**src/rtl/accum_drain_ctrl.sv**
```systemverilog
// rtl/accum_drain_ctrl.sv - burst read sequencer with credit-guarded output FIFO and valid/ready stream
// Optional clear-after-read write port enabled by `define ACCUM_DRAIN_CLEAR_EN.
module accum_drain_ctrl #(
  parameter int NUM_BANKS  = 4,
  parameter int ADDR_WIDTH = 9,
  parameter int DATA_WIDTH = 64,
  parameter int FIFO_DEPTH = 4,
  parameter int RD_LATENCY = 2
) (
  input  logic                            clk,
  input  logic                            rstn,
  input  logic                            start,
  input  logic [ADDR_WIDTH-1:0]           base_addr,
  input  logic [ADDR_WIDTH:0]             length,
  input  logic [NUM_BANKS-1:0]            lane_mask,
  output logic                            busy,
  output logic                            done,
  output logic                            rd_valid,
  input  logic                            rd_ready,
  output logic [ADDR_WIDTH-1:0]           rd_addr,
  output logic [NUM_BANKS-1:0]            rd_mask,
  output logic                            accum_en,
  input  logic                            rvalid,
  input  logic [NUM_BANKS*DATA_WIDTH-1:0] rdata,
  output logic                            out_valid,
  input  logic                            out_ready,
  output logic [NUM_BANKS*DATA_WIDTH-1:0] out_data,
`ifdef ACCUM_DRAIN_CLEAR_EN
  output logic                            out_last,
  input  logic                            clear_en,
  output logic                            wr_valid,
  input  logic                            wr_ready,
  output logic [ADDR_WIDTH-1:0]           wr_addr,
  output logic [NUM_BANKS-1:0]            wr_mask,
  output logic                            wvalid,
  output logic [NUM_BANKS*DATA_WIDTH-1:0] wdata
`else
  output logic                            out_last
`endif
);

  localparam int DW = NUM_BANKS * DATA_WIDTH;
  localparam int PW = (FIFO_DEPTH > 1) ? $clog2(FIFO_DEPTH) : 1;
  localparam int CW = $clog2(FIFO_DEPTH + RD_LATENCY + 1);
  localparam logic [CW-1:0]         DEPTH = CW'(FIFO_DEPTH);
  localparam logic [ADDR_WIDTH:0]   ONE   = (ADDR_WIDTH+1)'(1);

  typedef enum logic [1:0] {IDLE, ISSUE, DRAIN, DONE} state_t;
  state_t state, state_nxt;

  logic [ADDR_WIDTH-1:0] addr_q;
  logic [NUM_BANKS-1:0]  mask_q;
  logic [ADDR_WIDTH:0]   rd_left;
  logic [ADDR_WIDTH:0]   pop_left;
  logic [CW-1:0]         in_flight;
  logic [CW-1:0]         fifo_count;
  logic [CW:0]           credit_used;
  logic [PW-1:0]         wr_ptr;
  logic [PW-1:0]         rd_ptr;
  logic [DW-1:0]         mem [FIFO_DEPTH];
  logic [DW-1:0]         lane_bits;
  logic                  rd_fire, push, pop, in_drain, credit_ok, last_rd;
  logic                  wr_stall, wr_hold;

  assign in_drain    = (state == ISSUE) || (state == DRAIN);
  assign credit_used = {1'b0, in_flight} + {1'b0, fifo_count};
  assign credit_ok   = credit_used < {1'b0, DEPTH};
  // Credit check counts reads still in the wrapper pipe, so rvalid can never overrun the FIFO.
  assign rd_valid    = (state == ISSUE) && (rd_left != '0) && credit_ok && !wr_stall;
  assign rd_fire     = rd_valid && rd_ready;
  assign last_rd     = (rd_left == '0) || (rd_fire && (rd_left == ONE));
  assign rd_addr     = addr_q;
  assign rd_mask     = mask_q;

  // Stale returns (e.g. from reads issued before a reset) find no outstanding credit and are dropped.
  assign push      = rvalid && in_drain && (in_flight != '0);
  assign out_valid = (fifo_count != '0);
  assign pop       = out_valid && out_ready;
  assign out_last  = out_valid && (pop_left == ONE);

  always_comb begin
    lane_bits = '0;
    for (int i = 0; i < NUM_BANKS; i++) begin
      lane_bits[i*DATA_WIDTH +: DATA_WIDTH] = {DATA_WIDTH{mask_q[i]}};
    end
  end

  assign out_data = out_valid ? (mem[rd_ptr] & lane_bits) : '0;

`ifdef ACCUM_DRAIN_CLEAR_EN
  logic                  clr_q;
  logic                  wr_pend;
  logic [ADDR_WIDTH-1:0] wr_addr_q;

  assign wr_stall = wr_pend && !wr_ready;
  assign wr_hold  = clr_q && (wr_stall || rd_fire);
  assign accum_en = !wr_pend;
  assign wr_valid = wr_pend;
  assign wvalid   = wr_pend;
  assign wr_addr  = wr_addr_q;
  assign wr_mask  = wr_pend ? mask_q : '0;
  assign wdata    = '0;

  always_ff @(posedge clk or negedge rstn) begin
    if (!rstn) begin
      clr_q     <= 1'b0;
      wr_pend   <= 1'b0;
      wr_addr_q <= '0;
    end else begin
      if ((state == IDLE) && start) clr_q <= clear_en;
      if (rd_fire && clr_q) begin
        wr_pend   <= 1'b1;
        wr_addr_q <= addr_q;
      end else if (wr_ready) begin
        wr_pend <= 1'b0;
      end
    end
  end
`else
  assign wr_stall = 1'b0;
  assign wr_hold  = 1'b0;
  assign accum_en = 1'b1;
`endif

  always_comb begin
    state_nxt = state;
    busy      = 1'b1;
    done      = 1'b0;
    unique case (state)
      IDLE: begin
        busy = 1'b0;
        if (start) state_nxt = (length == '0) ? DONE : ISSUE;
      end
      ISSUE: if (last_rd && !wr_hold) state_nxt = DRAIN;
      // pop_left can already be zero when a stalled clear write kept us in ISSUE past the last pop.
      DRAIN: if ((pop_left == '0) || (pop && (pop_left == ONE))) state_nxt = DONE;
      DONE: begin
        done      = 1'b1;
        state_nxt = IDLE;
      end
      default: state_nxt = IDLE;
    endcase
  end

  always_ff @(posedge clk or negedge rstn) begin
    if (!rstn) begin
      state      <= IDLE;
      addr_q     <= '0;
      mask_q     <= '0;
      rd_left    <= '0;
      pop_left   <= '0;
      in_flight  <= '0;
      fifo_count <= '0;
      wr_ptr     <= '0;
      rd_ptr     <= '0;
    end else begin
      state <= state_nxt;
      if ((state == IDLE) && start) begin
        addr_q   <= base_addr;
        mask_q   <= lane_mask;
        rd_left  <= length;
        pop_left <= length;
      end else if (rd_fire) begin
        addr_q  <= addr_q + ADDR_WIDTH'(1);
        rd_left <= rd_left - ONE;
      end
      if (pop) begin
        pop_left <= pop_left - ONE;
        rd_ptr   <= rd_ptr + PW'(1);
      end
      if (push) wr_ptr <= wr_ptr + PW'(1);
      in_flight  <= in_flight + CW'(rd_fire) - CW'(push);
      fifo_count <= fifo_count + CW'(push) - CW'(pop);
    end
  end

  always_ff @(posedge clk) begin
    if (push) mem[wr_ptr] <= rdata;
  end

  overflow_chk: assert property (@(posedge clk) disable iff (!rstn)
    !(push && !pop && (fifo_count == DEPTH)));

endmodule

```
**config.mk**
```make
export PLATFORM = sky130hd
export DESIGN_NAME = accum_drain_ctrl
export DESIGN_NICKNAME = d
export VERILOG_FILES = /design/src/rtl/accum_drain_ctrl.sv
export SDC_FILE = /design/constraint.sdc
export NUM_CORES = 1
export LEC_CHECK = 0
export ABC_AREA = 1
export BUFFER_PORTS_ARGS = -buffer_cell sky130_fd_sc_hd__buf_2
export CORE_MARGIN = 3
export CORE_UTILIZATION = 55
export DETAILED_ROUTE_END_ITERATION = 7
export GPL_TIMING_DRIVEN = 0
export PLACE_DENSITY_LB_ADDON = 0.3
export SLEW_MARGIN = 20
export SYNTH_ARGS = -nofsm -noshare
export SYNTH_HDL_FRONTEND = slang
export SYNTH_SLANG_ARGS = --single-unit
export TNS_END_PERCENT = 30
```
**constraint.sdc**
```tcl
create_clock -name clk -period 19.4 [get_ports clk]
set_clock_uncertainty 0.2 [all_clocks]
set_input_delay 2.91 -clock clk [delete_from_list [all_inputs] [get_ports clk]]
set_output_delay 2.91 -clock clk [all_outputs]
set_load 0.01 [all_outputs]
```
==> reports/summary.txt <==
Status = finished, final reports clean
Category of the critical setup timing path = flip-flop to output pin
Met1 usage = 36.6%
Cell internal pwr = 5.08 mW
Synth Area per Inst = 12.4 sq um
Post-synth EDFFs = 1024
Combinational share of power = 36.6%
Clock power share = 26.0%
Most frequent CP cell = buf_2
Core box area = 76100 sq um
Routed via count = 29.5k
Initial Utilization = 55.6%
Initial antenna violation count = 38
Ports = 560
Fillcell total = 5332
Hold Vio Cnt, Final = 0
Post-CTS sizing = 0
Synth Flop Type = edfxtp_1
CTS buffer count = 107
Die ar. = 80300 sq um
Post-CTS Hold Buffers = 0
Yosys top cell area share = 72.7%
CP peak stage delay = 440 ps
Initial drt markers = 2757
Ys async rst share = 4.21%
First-pass GRT wire length = 172000 um
Multi-input gate area = 9380 sq um
Worst-Margin Slew = 1010 ps
Commonest non-fill, non-tap cell in the layout = nor2_1
Share of cells above drive strength 1 = 20.9%
DR WL/cell = 21.8 um
Root buffer cell = clkbuf_16
Final worst-path cycle share = 32.6%
DRC Markers = 0
Post-CTS Setup Inserts = 0
Crit end category = output pin
DP Cell Count = 5062
GR Util met3 = 6.18%
Syn Nets = 3728
Clock sink count = 1069
GRT Resource Usage Total = 28.1%
Post-Syn Area = 42300 sq um
Final Net Count = 4449
Routed Antenna Nets = 0
Die height = 283 um
Synthesized instance count = 3420
Port Buffers = 558
Clock latency on the worst-skew pair = 660 ps
Slowest cell on crit path = clkbuf_1
Drt first pass iters = 5
Worst Hold Depth = 1
Crit path max fanout = 10
Row Count = 101
Clk buf depth = 3
Dpl cell area = 47700 sq um
Die width = 283 um
DR vias/cell = 5.59
Reg area = 31900 sq um
Final min period = 6320 ps
Largest net degree at the start of global routing = 46
Number of global-route vias before repair = 28.1k
NetSw = 3.01 mW
Final Instance Area = 51400 sq um
HP Class = flip-flop to flip-flop
CTS tree = done
Max Freq = 158 MHz
Worst Path Required = 16290 ps
RSZ-0062 raised after global routing = no
Fin cells = 5288
Yosys cell types = 36
Power Density = 157 nW/um^2
Net Sw Frac = 37.2%
Worst setup SP type = flip-flop
Global route overflow = 0
Max_slew headroom = 32.2%
Htree depth = 3
Seq cells post-synth = 1069
Met2 Track Usage GR = 46.2%
Critical-path cell list = buf_2, inv_2, buf_2, clkbuf_1, o21ai_0, a21oi_1, buf_2
Seq/Total Area, Yosys = 75.3%
Setup Viol. Count Final = 0
Arr. time, crit path = 3210 ps
Cells on worst reg2reg path = 12
Final wirelength = 115000 um
Synth warnings = 0
Clk slew on worst S/H paths = 60 ps
Max-cap violations = 0
Most frequent cells in the layout = 1053 x nor2_1, 1024 x edfxtp_1, 634 x buf_2
Area grow syn2layout = 21.5%
Largest area contributor in the netlist = edfxtp_1
Peak supply drop = 0.116 mV
Register share of total power = 37.5%
Gr busiest metal = met2
Synth top area cells = edfxtp_1 73%, nor2_1 9.4%, o21ai_0 6.3%
Post-DP HPWL = 77100 um
Routability cong. = 0.885
Slew Limit Fails = 0
Leakage = 18.9 nW
[registers in the layout (all words and copies together) (netlist names)]
register,cells
in_flight,3
pop_left,10
rd_addr,9
state,2
mem,1024
rd_ptr,2
rd_left,10
fifo_count,3
rd_mask,4
wr_ptr,2
[power groups by stage]
stage | Combinational (mW) | Clock [mW] | Sequential, mW
finish | 2.96 | 2.10 | 3.03
global route | 3.25 | 2.22 | 3.06
CTS | 2.97 | 2.12 | 3.03
detailed placement | 2.94 | 0 | 3.07
global placement | 2.74 | 0 | 3.35
floorplan | 1.66 | 0 | 3.22
[layer usage]
layer  wire [um]  part of all wire (%)
met1       44200                    38
met5         110                 0.095
met4        5250                   4.6
met3        9680                   8.4
met2       56100                    49
[path summary, 6_finish.rpt]
path                                    from            to  slack (ps)
max in group asynchronous               rstn     wr_ptr[0]       16480
min in group asynchronous               rstn      state[1]        2070
worst max register to register      state[0]   mem[1][255]       15530
worst min register to register  in_flight[1]  in_flight[2]         300
worst max-delay path               rd_ptr[0]  out_data[78]       13080
worst min-delay path            in_flight[1]  in_flight[2]         300
[layout make-up]
| type | instances | share of cell area [%] |
|---|---|---|
| repair buffers | 612 | 7.94 |
| clock inverters | 70 | 1.65 |
| multi-input cells | 2091 | 18.2 |
| well taps | 1030 | 2.51 |
| plain buffers | 206 | 1.74 |
| clock buffers | 126 | 5.37 |
| inverters | 54 | 0.394 |
| diodes | 30 | 0.146 |
| flip-flops and latches | 1069 | 62.0 |
[critical path, delay by kind of cell (launching register included)]
| family | cells | cell delay (ps) |
|---|---|---|
| buffers and inverters | 5 | 1640 |
| AOI/OAI and AO/OA | 2 | 550 |
| DFF | 1 | 350 |
[cells by family (layout without fill, tap and decap cells)]
| family | after synthesis | after routing | share of synthesized area, % |
|---|---|---|---|
| other | 1 | 31 | 0.00886 |
| XOR/XNOR | 19 | 19 | 0.393 |
| buffers and inverters | 260 | 1068 | 2.59 |
| AO/OA/AOI/OAI | 799 | 799 | 9.50 |
| flip-flops | 1069 | 1069 | 75.3 |
| adder cells (fa/ha/maj) | 23 | 23 | 0.716 |
| AND/OR/NAND/NOR | 1249 | 1249 | 11.5 |
[Yosys cell counts (3+ instances only)]
| cell | n |
|---|---|
| nand3_1 | 37 |
| dfrtp_1 | 45 |
| ha_1 | 21 |
| a21oi_1 | 258 |
| clkbuf_1 | 113 |
| o21ai_0 | 533 |
| nor2_1 | 1057 |
| nor3_1 | 4 |
| buf_2 | 77 |
| xnor2_1 | 3 |
| xor2_1 | 16 |
| buf_1 | 12 |
| buf_4 | 3 |
| inv_1 | 52 |
| nand2_2 | 13 |
| nand2_4 | 4 |
| nand4_1 | 4 |
| edfxtp_1 | 1024 |
| nand2_1 | 120 |
[metrics by stage]
step	util, %	setup WS [ps]	hold WS [ps]	setup TNS [ps]	total power, mW
6_report	67.6	13080	301	0	8.09
3_5_place_dp	62.7	13330	293	0	6.02
5_1_grt	67.5	12880	339	0	8.53
2_1_floorplan	-	4290	269	0	4.88
4_1_cts	67.5	12940	301	0	8.12
3_3_place_gp	61.0	-4200	291	-4106100	6.09
(Power assumes the default switching activity.)
